## src/rtl/cd_pkg.sv

```systemverilog
// Shared constants and types for the CD block host register interface.
package cd_pkg;

   localparam int unsigned CMD_W    = 64;
   localparam int unsigned WORD_W   = 16;
   localparam int unsigned CNT_W    = 18;
   localparam int unsigned CMOK_BIT = 0;

   localparam logic [9:0]  CS2_BASE = 10'h189;

   localparam logic [WORD_W-1:0] OFS_HIRQ     = 16'h0008;
   localparam logic [WORD_W-1:0] OFS_HIRQMASK = 16'h000C;
   localparam logic [WORD_W-1:0] OFS_CR1      = 16'h0018;
   localparam logic [WORD_W-1:0] OFS_CR2      = 16'h001C;
   localparam logic [WORD_W-1:0] OFS_CR3      = 16'h0020;
   localparam logic [WORD_W-1:0] OFS_CR4      = 16'h0024;

   // "CDBLOCK" signature shown in CR1..CR4 after reset
   localparam logic [CMD_W-1:0] CR_RST = 64'h0043_4442_4C4F_434B;

   typedef enum logic [1:0] {IDLE, ISSUE, WAIT} cd_if_state_t;

   function automatic logic [WORD_W-1:0] lane_merge(input logic [WORD_W-1:0] old_v,
                                                    input logic [WORD_W-1:0] new_v,
                                                    input logic [WORD_W-1:0] mask);
      return (old_v & ~mask) | (new_v & mask);
   endfunction

endpackage

```

## src/rtl/cd_host_if.sv

```systemverilog
// Host-side HIRQ/HIRQMASK/CR register window of the CD block with command handshake.
// Optional periodic status report into CR enabled by CD_PERIODIC_REPORT_EN.
module cd_host_if
   import cd_pkg::*;
#(
   parameter int unsigned PERIOD_CYC = 238000
)(
   input  logic                CLK,
   input  logic                RST_N,
   input  logic                CE_R,
   input  logic [25:1]         A,
   input  logic [WORD_W-1:0]   DI,
   output logic [WORD_W-1:0]   DO,
   input  logic                CS_N,
   input  logic                RD_N,
   input  logic                WRU_N,
   input  logic                WRL_N,
   output logic                IRQ_N,
   output logic                CMD_VALID,
   output logic [CMD_W-1:0]    CMD,
   input  logic                CMD_READY,
   input  logic                RESP_VALID,
   input  logic [CMD_W-1:0]    RESP,
   input  logic [WORD_W-1:0]   RESP_HIRQ,
   input  logic [CMD_W-1:0]    STATUS
);

   cd_if_state_t        state_q, state_d;
   logic [WORD_W-1:0]   hirq_q, hirq_d;
   logic [WORD_W-1:0]   mask_q, mask_d;
   logic [CMD_W-1:0]    cr_q, cr_d;
   logic [CMD_W-1:0]    latch_q, latch_d;
   logic [CMD_W-1:0]    cmd_q, cmd_d;
   logic                cmd_valid_q, cmd_valid_d;
   logic                irq_n_q, irq_n_d;

   logic                hit_c;
   logic [WORD_W-1:0]   ofs_c;
   logic [WORD_W-1:0]   wm_c;
   logic                wr_c;
   logic                wr_cr4_c;
   logic                unused_c;

   assign hit_c    = !CS_N && (A[25:16] == CS2_BASE);
   assign ofs_c    = {A[15:1], 1'b0};
   assign wm_c     = {{8{~WRU_N}}, {8{~WRL_N}}};
   assign wr_c     = hit_c && (|wm_c);
   assign wr_cr4_c = wr_c && (ofs_c == OFS_CR4);

`ifdef CD_PERIODIC_REPORT_EN
   localparam logic [CNT_W-1:0] CNT_LAST = CNT_W'(PERIOD_CYC - 1);

   logic [CNT_W-1:0] cnt_q, cnt_d;
   logic             report_c;

   // Idle-time counter; any activity restarts the report period
   always_comb begin
      cnt_d = '0;
      if (state_q == IDLE) begin
         cnt_d = (cnt_q == CNT_LAST) ? '0 : cnt_q + CNT_W'(1);
      end
   end

   assign report_c = (state_q == IDLE) && (cnt_q == CNT_LAST);

   always_ff @(posedge CLK or negedge RST_N) begin
      if (!RST_N) begin
         cnt_q <= '0;
      end else if (CE_R) begin
         cnt_q <= cnt_d;
      end
   end

   assign unused_c = RD_N;
`else
   assign unused_c = ^{RD_N, STATUS, 32'(PERIOD_CYC)};
`endif

   // State register
   always_ff @(posedge CLK or negedge RST_N) begin
      if (!RST_N) begin
         state_q <= IDLE;
      end else if (CE_R) begin
         state_q <= state_d;
      end
   end

   // Next-state logic
   always_comb begin
      state_d = state_q;
      case (state_q)
         IDLE:    if (wr_cr4_c)                   state_d = ISSUE;
         ISSUE:   if (cmd_valid_q && CMD_READY)   state_d = WAIT;
         WAIT:    if (RESP_VALID)                 state_d = IDLE;
         default:                                 state_d = IDLE;
      endcase
   end

   // Register/datapath updates; response set bits are applied after host clears
   always_comb begin
      hirq_d      = hirq_q;
      mask_d      = mask_q;
      cr_d        = cr_q;
      latch_d     = latch_q;
      cmd_d       = cmd_q;
      cmd_valid_d = cmd_valid_q;

      if (wr_c) begin
         case (ofs_c)
            OFS_HIRQ:     hirq_d          = hirq_q & (DI | ~wm_c);
            OFS_HIRQMASK: mask_d          = lane_merge(mask_q, DI, wm_c);
            OFS_CR1:      latch_d[63:48]  = lane_merge(latch_q[63:48], DI, wm_c);
            OFS_CR2:      latch_d[47:32]  = lane_merge(latch_q[47:32], DI, wm_c);
            OFS_CR3:      latch_d[31:16]  = lane_merge(latch_q[31:16], DI, wm_c);
            OFS_CR4:      latch_d[15:0]   = lane_merge(latch_q[15:0], DI, wm_c);
            default: ;
         endcase
      end

      case (state_q)
         IDLE: begin
            if (wr_cr4_c) begin
               cmd_d              = latch_d;
               cmd_valid_d        = 1'b1;
               hirq_d[CMOK_BIT]   = 1'b0;
            end
`ifdef CD_PERIODIC_REPORT_EN
            else if (report_c) begin
               cr_d = STATUS | {8'h20, 56'h0};
            end
`endif
         end
         ISSUE: begin
            if (cmd_valid_q && CMD_READY) cmd_valid_d = 1'b0;
         end
         WAIT: begin
            if (RESP_VALID) begin
               cr_d   = RESP;
               hirq_d = hirq_d | RESP_HIRQ | 16'h0001;
            end
         end
         default: ;
      endcase

      irq_n_d = ~|(hirq_d & mask_d);
   end

   always_ff @(posedge CLK or negedge RST_N) begin
      if (!RST_N) begin
         hirq_q      <= 16'hFFFF;
         mask_q      <= 16'h0000;
         cr_q        <= CR_RST;
         latch_q     <= CR_RST;
         cmd_q       <= '0;
         cmd_valid_q <= 1'b0;
         irq_n_q     <= 1'b1;
      end else if (CE_R) begin
         hirq_q      <= hirq_d;
         mask_q      <= mask_d;
         cr_q        <= cr_d;
         latch_q     <= latch_d;
         cmd_q       <= cmd_d;
         cmd_valid_q <= cmd_valid_d;
         irq_n_q     <= irq_n_d;
      end
   end

   // Host read mux; CR reads expose the response, not the command latch
   always_comb begin
      DO = '0;
      if (hit_c) begin
         case (ofs_c)
            OFS_HIRQ:     DO = hirq_q;
            OFS_HIRQMASK: DO = mask_q;
            OFS_CR1:      DO = cr_q[63:48];
            OFS_CR2:      DO = cr_q[47:32];
            OFS_CR3:      DO = cr_q[31:16];
            OFS_CR4:      DO = cr_q[15:0];
            default:      DO = '0;
         endcase
      end
   end

   assign IRQ_N     = irq_n_q;
   assign CMD_VALID = cmd_valid_q;
   assign CMD       = cmd_q;

endmodule

```

## config.mk

```make
export PLATFORM = sky130hd
export DESIGN_NAME = cd_host_if
export DESIGN_NICKNAME = d
export VERILOG_FILES = /design/src/rtl/cd_pkg.sv /design/src/rtl/cd_host_if.sv
export SDC_FILE = /design/constraint.sdc
export NUM_CORES = 1
export LEC_CHECK = 0
export BUFFER_PORTS_ARGS = -buffer_cell sky130_fd_sc_hd__buf_2
export CELL_PAD_IN_SITES_DETAIL_PLACEMENT = 0
export CELL_PAD_IN_SITES_GLOBAL_PLACEMENT = 1
export CORE_ASPECT_RATIO = 0.7
export CORE_UTILIZATION = 30
export CTS_CLUSTER_DIAMETER = 60
export DETAILED_ROUTE_END_ITERATION = 8
export PLACE_DENSITY_LB_ADDON = 0.3
export SKIP_CTS_REPAIR_TIMING = 1
export SYNTH_ARGS = -nofsm -noshare
export SYNTH_HDL_FRONTEND = slang
export SYNTH_SLANG_ARGS = --single-unit
```

## constraint.sdc

```tcl
create_clock -name CLK -period 2.4 [get_ports CLK]
set_input_delay 0.36 -clock CLK [delete_from_list [all_inputs] [get_ports CLK]]
set_output_delay 0.36 -clock CLK [all_outputs]
set_load 0.02 [all_outputs]
```

==> impl_metrics.tcl, run 1 <==
set metrics [dict create \
    status "complete, but fails checks" \
    violations "setup timing" \
    layout_commonest_cell "buf_2" \
    drc 0 \
    yosysWarnings 0 \
    worstSetupEndpointType "primary output" \
    vias 7980 \
    peakVddDrop_mv 0.427 \
    die_area_um2 36400 \
    root_buffer "clkbuf_16" \
    final_util_pct 40.5 \
    crit_chain "buf_2 > nor4_4 > buf_4 > and3_4 > nand3_4 > nor2_4 > clkbuf_16 > a22oi_1 > a31oi_1 > buf_4" \
    overflow 0 \
    p_leak_nw 6.32 \
    pre_cts_slack_ns -0.317 \
    crit_slowest_cell "nor4_4" \
    ios 276 \
    final_antenna_net_count 0 \
    final_cell_mix "191 x buf_2, 167 x dfrtp_1, 139 x mux2_2" \
    syn_to_final_growth_pct 32.3 \
    grt_antenna_before_repair 6 \
    finalCriticalPeriod_ns 2.47 \
    power.clock.fraction_pct 50.4 \
    finalCritPeriodShare_pct 103 \
    ys_types 61 \
    finalHoldViolCount 0 \
    timing.setup.tns_ns -0.165 \
    synth-edff-count 0 \
    start_kind "input pin" \
    register_area_um2 5780 \
    gp_congestion 0.813 \
    p_switching_mw 1.98 \
    clock.fmax_ghz 0.404 \
    hp-class "in2reg" \
    async_reset_ff_share_pct 100 \
    rows 57 \
    synth-seq-cells 228 \
    wl_per_cell_um 19.3 \
    crit_required_ns 2.04 \
    synth_area_um2 10700 \
    die_h_um 160 \
    pwr-share-seq_pct 45.2 \
    syn-num-nets 1084 \
    p_per_area_nw_per_um2 604 \
    insertion_delay_ns 0.56 \
    io_buffer_count 209 \
    synth_ff_type "dfrtp_1" \
    nFillCells 3429 \
    finalSetupViolCount 7 \
    timing.final.ws_setup_ns -0.0739 \
    dpl.hpwl_um 23200 \
    worst_pin_slew_ns 0.542 \
    cts.path.max_buffers 3 \
    nets 1354 \
    clock-sinks 228 \
    cts_tree "yes" \
    core_area_um2 34900 \
    relSlewSlack_pct 63.5 \
    cp_max_fo 8 \
    clk_pin_slew_worst_paths_ns 0.06 \
    cap_violations 0 \
    fin_skew_ns 0.0119 \
    grt_pass1_wl_um 49000 \
    drtIter0Drc 460 \
    first_pass_iters 5 \
    htreeDepth 1 \
    drt_wl_total_um 32000 \
    grt_pass1_vias 8202 \
    final_layout_size_suffix_gt1_share_pct 50.5 \
    syn_inst 890 \
    grt_use_total_pct 17.8 \
    slowest_delay_ns 0.24 \
    die_w_um 228 \
    cp_common_cell "buf_4" \
    power_frac_comb_pct 4.3 \
    grt_max_degree 85 \
    arrival_ns 2.11 \
    via_per_inst 4.82 \
    crit_type "in2out" \
    rsz0062_at_grt "true" \
    numCtsBuffers 28 \
    p_sw_share_pct 23.1 \
    yosysSeqAreaShare_pct 54.1 \
    synth.avg_cell_area_um2 12.0 \
    start_util_pct 30.6 \
    slew_viol_final 0 \
    multi_input_area_um2 4720 \
    internal-power_mw 6.56 \
]
==> cell type report <==
class | instances | share of cell area [%]
Clock buffer | 41 | 5.74
Timing Repair Buffer | 294 | 14.2
Sequential cell | 228 | 40.9
Tap cell | 472 | 4.18
Inverter | 20 | 0.531
Clock inverter | 11 | 0.903
Multi-Input combinational cell | 588 | 33.4
Antenna cell | 3 | 0.0531
==> per-stage QoR <==
| stage | instances | instance area, µm² | power, mW | hold slack (ns) |
|---|---|---|---|---|
| after floorplan | 890 | 10700 | 4.00 | 0.0644 |
| after CTS | 1651 | 14000 | 8.68 | -0.230 |
| after detailed placement | 1599 | 13000 | 4.30 | 0.365 |
| after global placement | 1599 | 13000 | 4.30 | 0.368 |
| final | 1657 | 14100 | 8.54 | 0.0351 |
| after global routing | 1656 | 14100 | 8.88 | 0.0159 |
==> power groups by stage <==
stage	registers, mW	clock network (mW)	logic (mW)
after floorplan	3.93	0	0.0765
after global routing	3.86	4.61	0.411
after CTS	3.86	4.45	0.376
after detailed placement	3.93	0	0.375
final	3.86	4.30	0.371
after global placement	3.93	0	0.375
==> path summary, 6_finish.rpt <==
| check | start | end | slack, ns | depth (start not counted) |
|---|---|---|---|---|
| max | A[12] | DO[3] | -0.07 | 10 |
| min | RESP[4] | cr_q[4]$_DFFE_PN0P_ | 0.04 | 2 |
| max reg2reg | state_q[1]$_DFFE_PN0P_ | IRQ_N$_DFFE_PN1P_ | 0.18 | 8 |
| min reg2reg | CMD[58]$_DFFE_PN0P_ | CMD[58]$_DFFE_PN0P_ | 0.47 | 2 |
| max in group asynchronous | RST_N | latch_q[42]$_DFFE_PN1P_ | 1.27 | 3 |
| min in group asynchronous | RST_N | cr_q[36]$_DFFE_PN0P_ | 0.36 | 2 |
==> synth_stat cells, types with 2 or more instances <==
library cell  number  area share, %
dfrtp_1          167             39
mux2_2           139             15
o21ai_0           98            4.6
nand2_1           95            3.3
mux2i_1           65            6.1
dfstp_2           61             15
a22oi_1           50            3.5
clkbuf_1          27           0.95
buf_2             21           0.98
inv_1             20           0.70
a31oi_1           16           0.94
nor2_2            15           0.88
nor2_1            11           0.39
o2bb2a_1          11            1.0
a21oi_1            9           0.42
o21ai_1            9           0.42
nor2_4             6           0.63
nand4_1            5           0.29
nand3_1            4           0.19
o2111ai_1          4           0.33
and2_1             3           0.18
buf_6              3           0.32
nand2_2            3           0.18
nor4_4             3           0.60
and3b_1            2           0.16
and4_1             2           0.16
nand4_2            2           0.23
nor3b_1            2           0.14
nor4_1             2           0.12
o211ai_1           2           0.14
o21bai_1           2           0.14
o22a_1             2           0.16
==> critical path: cells and delay by family <==
family / cells / cell delay, ns
AND/OR/NAND/NOR: 4 / 0.78
buffers and inverters: 4 / 0.66
AO/OA/AOI/OAI: 2 / 0.31
==> kinds of logic (layout without fill, tap and decap cells) <==
logic type / count (synthesis) / in the layout / synth area share, %
compound gates: 214 / 214 / 12.8
buf+inv: 74 / 366 / 3.10
flops: 228 / 228 / 54.1
mux: 204 / 204 / 20.7
other cells: 0 / 3 / 0
simple gates: 170 / 170 / 9.21
==> flip-flops by register name (all words and copies together), names as in the netlist <==
name,count
CMD,64
cr_q,64
latch_q,64
hirq_q,16
mask_q,16
state_q,2
CMD_VALID,1
IRQ_N,1
==> layer usage <==
| metal | global-route usage [%] | part of all wire [%] | vias up |
|---|---|---|---|
| li1 | - | - | 3783 |
| met2 | 25.8 | 43 | 176 |
| met1 | 26.7 | 50 | 3969 |
| met5 | 0 | 0.081 | - |
| met3 | 3.57 | 4.8 | 48 |
| met4 | 4.76 | 2.2 | 4 |
Note: power is estimated with default switching activity, not from simulation.
==> inputs of run 2 (changes only) <==
GPL_ROUTABILITY_DRIVEN = 0   (was unset)
SETUP_SLACK_MARGIN = 0.5   (was unset)
SLEW_MARGIN = 20   (was unset)
==> impl_metrics.tcl, run 2 (synthesis gave the netlist of run 1 again) <==
set metrics [dict create \
    status "finished, final reports clean" \
    insertion_delay_ns 0.56 \
    p_switching_mw 1.95 \
    nFillCells 3266 \
    cp_max_fo 12 \
    io_buffer_count 209 \
    p_leak_nw 6.67 \
    grt_pass1_wl_um 48300 \
    final_cell_mix "191 x buf_2, 165 x dfrtp_1, 103 x mux2_2" \
    register_area_um2 5780 \
    crit_type "in2out" \
    start_util_pct 30.6 \
    grt_use_total_pct 17.5 \
    clk_pin_slew_worst_paths_ns 0.06 \
    power.clock.fraction_pct 47.7 \
    relSlewSlack_pct 67.8 \
    multi_input_area_um2 5430 \
    reg2reg_slack_ns 0.36 \
    dpl.hpwl_um 23200 \
    die_area_um2 36400 \
    hp-class "in2reg" \
    reg2reg_depth 8 \
    cap_violations 0 \
    drc 0 \
    cts_tree "yes" \
    worst_pin_slew_ns 0.482 \
    final_antenna_net_count 0 \
    peakVddDrop_mv 0.508 \
    cts.path.max_buffers 3 \
    syn_to_final_growth_pct 43.3 \
    finalCriticalPeriod_ns 2.40 \
    root_buffer "clkbuf_16" \
    arrival_ns 2.04 \
    fin_skew_ns 0.0177 \
    nets 1383 \
    htreeDepth 1 \
    die_w_um 228 \
    layout_commonest_cell "buf_2" \
    finalCritPeriodShare_pct 99.9 \
    rows 57 \
    place_area_um2 13300 \
    ios 276 \
    overflow 0 \
    power_frac_comb_pct 4.9 \
    pwr-share-seq_pct 47.4 \
    worstSetupEndpointType "primary output" \
    hold_depth 2 \
    drtIter0Drc 480 \
    final_layout_size_suffix_gt1_share_pct 56.7 \
    numCtsBuffers 26 \
    crit_required_ns 2.04 \
    internal-power_mw 6.20 \
    whs_ns 0.0339 \
    clock-sinks 228 \
    final_util_pct 43.9 \
    drt_wl_total_um 36000 \
    p_sw_share_pct 23.9 \
    core_area_um2 34900 \
    wl_per_cell_um 21.4 \
    start_kind "input pin" \
    vias 8357 \
    first_pass_iters 4 \
    grt_antenna_before_repair 6 \
    fin_area_um2 15300 \
    grt_max_degree 131 \
    p_per_area_nw_per_um2 532 \
    grt_pass1_vias 7948 \
    finalHoldViolCount 0 \
    total_power_mw 8.15 \
    slew_viol_final 0 \
    die_h_um 160 \
    timing.setup.tns_ns 0 \
    via_per_inst 4.96 \
    clock.fmax_ghz 0.417 \
    finalSetupViolCount 0 \
    rsz0062_at_grt "true" \
]
## run 2: layer usage
layer / track usage (%) / part of all wire (%) / up-vias
met1: 25.9 / 50 / 4255
li1: - / - / 3864
met2: 25.7 / 43 / 184
met4: 3.94 / 1.9 / 6
met3: 4.12 / 5.0 / 48
met5: 0 / 0.11 / -
## run 2: worst max-delay path, stage by stage
cell	delay, ns
buf_6	0.09
nor4_4	0.25
buf_4	0.17
and4_4	0.26
nand2_8	0.08
nor2_4	0.15
buf_12	0.17
a22oi_2	0.11
a31oi_4	0.18
buf_2	0.19
## run 2: final timing paths
path	from	endpoint
setup / recovery	A[14]	DO[14]
min in group asynchronous	RST_N	CMD[37]$_DFFE_PN0P_
setup reg to reg	state_q[1]$_DFFE_PN0P_	IRQ_N$_DFFE_PN1P_
hold reg to reg	CMD[38]$_DFFE_PN0P_	CMD[38]$_DFFE_PN0P_
max in group asynchronous	RST_N	cr_q[22]$_DFFE_PN1P_
hold / removal	RESP[51]	cr_q[51]$_DFFE_PN0P_
## run 2: layout make-up
| class | instances | share of cell area, % |
|---|---|---|
| sequential | 228 | 37.8 |
| multi-input combinational | 588 | 35.5 |
| timing repair buffer | 325 | 16.9 |
| clock buffer | 38 | 4.95 |
| tap | 472 | 3.86 |
| inverter | 20 | 0.491 |
| clock inverter | 10 | 0.450 |
| antenna | 4 | 0.0654 |
## run 2: stage by stage
| stage | setup WS (ns) | std cells |
|---|---|---|
| 5_1_grt | -0.0970 | 1681 |
| 2_1_floorplan | 0.187 | 890 |
| 3_5_place_dp | -0.306 | 1589 |
| 4_1_cts | -0.163 | 1637 |
| 6_report | 0.00332 | 1685 |
| 3_3_place_gp | -0.234 | 1589 |
## run 2: power by group through the flow
| stage | combinational, mW | clock [mW] | sequential (mW) |
|---|---|---|---|
| finish | 0.397 | 3.89 | 3.86 |
| global route | 0.435 | 4.16 | 3.86 |
| CTS | 0.371 | 4.00 | 3.86 |
| detailed placement | 0.370 | 0 | 3.93 |
| global placement | 0.365 | 0 | 3.93 |
| floorplan | 0.0826 | 0 | 3.93 |
==> inputs of run 3 (changes only) <==
GPL_ROUTABILITY_DRIVEN = unset   (was 0)
clock period = 2.71 ns   (was 2.4 ns; I/O delays follow)
==> impl_metrics.tcl, run 3 (synthesis gave the netlist of run 1 again) <==
set metrics [dict create \
    final_layout_size_suffix_gt1_share_pct 51.1 \
    wl_per_cell_um 19.3 \
    ios 276 \
    slew_viol_final 0 \
    grt_pass1_wl_um 48100 \
    timing.final.ws_setup_ns 0.191 \
    regToRegStartpoint "state_q[1]$_DFFE_PN0P_" \
    cts_tree "yes" \
    gp_congestion 0.834 \
    pre_cts_slack_ns 0.0560 \
    grt_pass1_vias 7918 \
    start_util_pct 30.6 \
    finalCritPeriodShare_pct 92.9 \
    die_area_um2 36400 \
    finalSetupViolCount 0 \
    first_pass_iters 5 \
    grt_use_total_pct 17.5 \
    io_buffer_count 209 \
    drt_wl_total_um 31600 \
    worstSetupEndpointType "primary output" \
    root_buffer "clkbuf_16" \
    overflow 0 \
    htreeDepth 1 \
    nets 1334 \
    hp-class "in2reg" \
    drtIter0Drc 429 \
    clock.fmax_ghz 0.397 \
    clock-sinks 228 \
    fin_skew_ns 0.0202 \
    p_leak_nw 6.22 \
    finalCriticalPeriod_ns 2.52 \
    p_per_area_nw_per_um2 535 \
    crit_type "in2out" \
    final_util_pct 40.5 \
    start_kind "input pin" \
    final_cell_mix "192 x buf_2, 167 x dfrtp_1, 139 x mux2_2" \
    die_w_um 228 \
    drc 0 \
    core_area_um2 34900 \
    total_power_mw 7.55 \
    vias 7968 \
    clk_pin_slew_worst_paths_ns 0.06 \
    insertion_delay_ns 0.55 \
    final_antenna_net_count 0 \
    rows 57 \
    dpl.hpwl_um 23200 \
    whs_ns 0.0833 \
    syn_to_final_growth_pct 32.3 \
    arrival_ns 2.11 \
    cp_max_fo 18 \
    die_h_um 160 \
    via_per_inst 4.87 \
    hold_start "RESP[11]" \
    cts.path.max_buffers 3 \
    status "finished, final reports clean" \
    numCtsBuffers 27 \
    crit_required_ns 2.30 \
    rsz0062_at_grt "true" \
    finalHoldViolCount 0 \
    relSlewSlack_pct 52.2 \
    layout_commonest_cell "buf_2" \
    cap_violations 0 \
    timing.setup.tns_ns 0 \
    peakVddDrop_mv 0.350 \
    worst_pin_slew_ns 0.717 \
    crit_start "A[14]" \
    grt_max_degree 131 \
    grt_antenna_before_repair 4 \
]
## run 3: cell types whose count changed in the layout (fill, tap and decap cells not counted), moves of 6 or more
cell / previous run / this run
nor2_4: 26 / 12
mux2_2: 103 / 139
buf_12: 27 / 19
mux2_4: 36 / 0
o21ai_1: 57 / 9
clkbuf_16: 33 / 27
a22oi_1: 34 / 40
buf_6: 30 / 0
o21ai_0: 41 / 98
a22oi_2: 16 / 10
nor2_2: 0 / 11
o21ai_2: 9 / 0
nand2_1: 86 / 94
mux2i_1: 56 / 65
## run 3: where the power goes
| part | internal [mW] | total, mW | switching, mW |
|---|---|---|---|
| clock | 2.30 | 3.82 | 1.52 |
| sequential | 3.42 | 3.42 | 0.00298 |
| combinational | 0.111 | 0.317 | 0.206 |
## run 3: metrics by stage
stage               cell area [µm²]  cells
floorplan                     11000    890
global placement              13100   1579
detailed placement            13100   1579
CTS                           14000   1629
global route                  14100   1633
finish                        14100   1635
## run 3: path summary, 6_finish.rpt
kind	slack, ns	endpoint	cells past startpoint
max in group asynchronous	1.48	hirq_q[0]$_DFFE_PN1P_	3
setup / recovery	0.19	DO[9]	10
hold reg to reg	0.47	CMD[35]$_DFFE_PN0P_	2
setup reg to reg	0.51	IRQ_N$_DFFE_PN1P_	8
min in group asynchronous	0.45	CMD[35]$_DFFE_PN0P_	2
hold / removal	0.08	cr_q[11]$_DFFE_PN0P_	2
## run 3: routing by layer
metal | track usage [%] | share of wire (%)
met1 | 25.9 | 49
met2 | 25.8 | 44
met3 | 3.94 | 5.5
met4 | 3.66 | 1.9
met5 | 0 | 0.063
## run 3: area by class of cell
class                           instances  area, µm²
Fill cell                            3360      20700
Sequential cell                       228       5780
Multi-Input combinational cell        588       4900
Timing Repair Buffer                  275       1830
Clock buffer                           38        777
Tap cell                              472        591
Clock inverter                         12        163
Inverter                               20       75.1
Antenna cell                            2       5.00
## run 3: critical path, cell delays in order
cell,delay [ns]
buf_2,0.11
nor4_4,0.26
buf_4,0.17
and3_4,0.19
nand3_4,0.13
nor2_4,0.13
buf_12,0.18
a22oi_1,0.15
a31oi_4,0.17
clkbuf_4,0.20
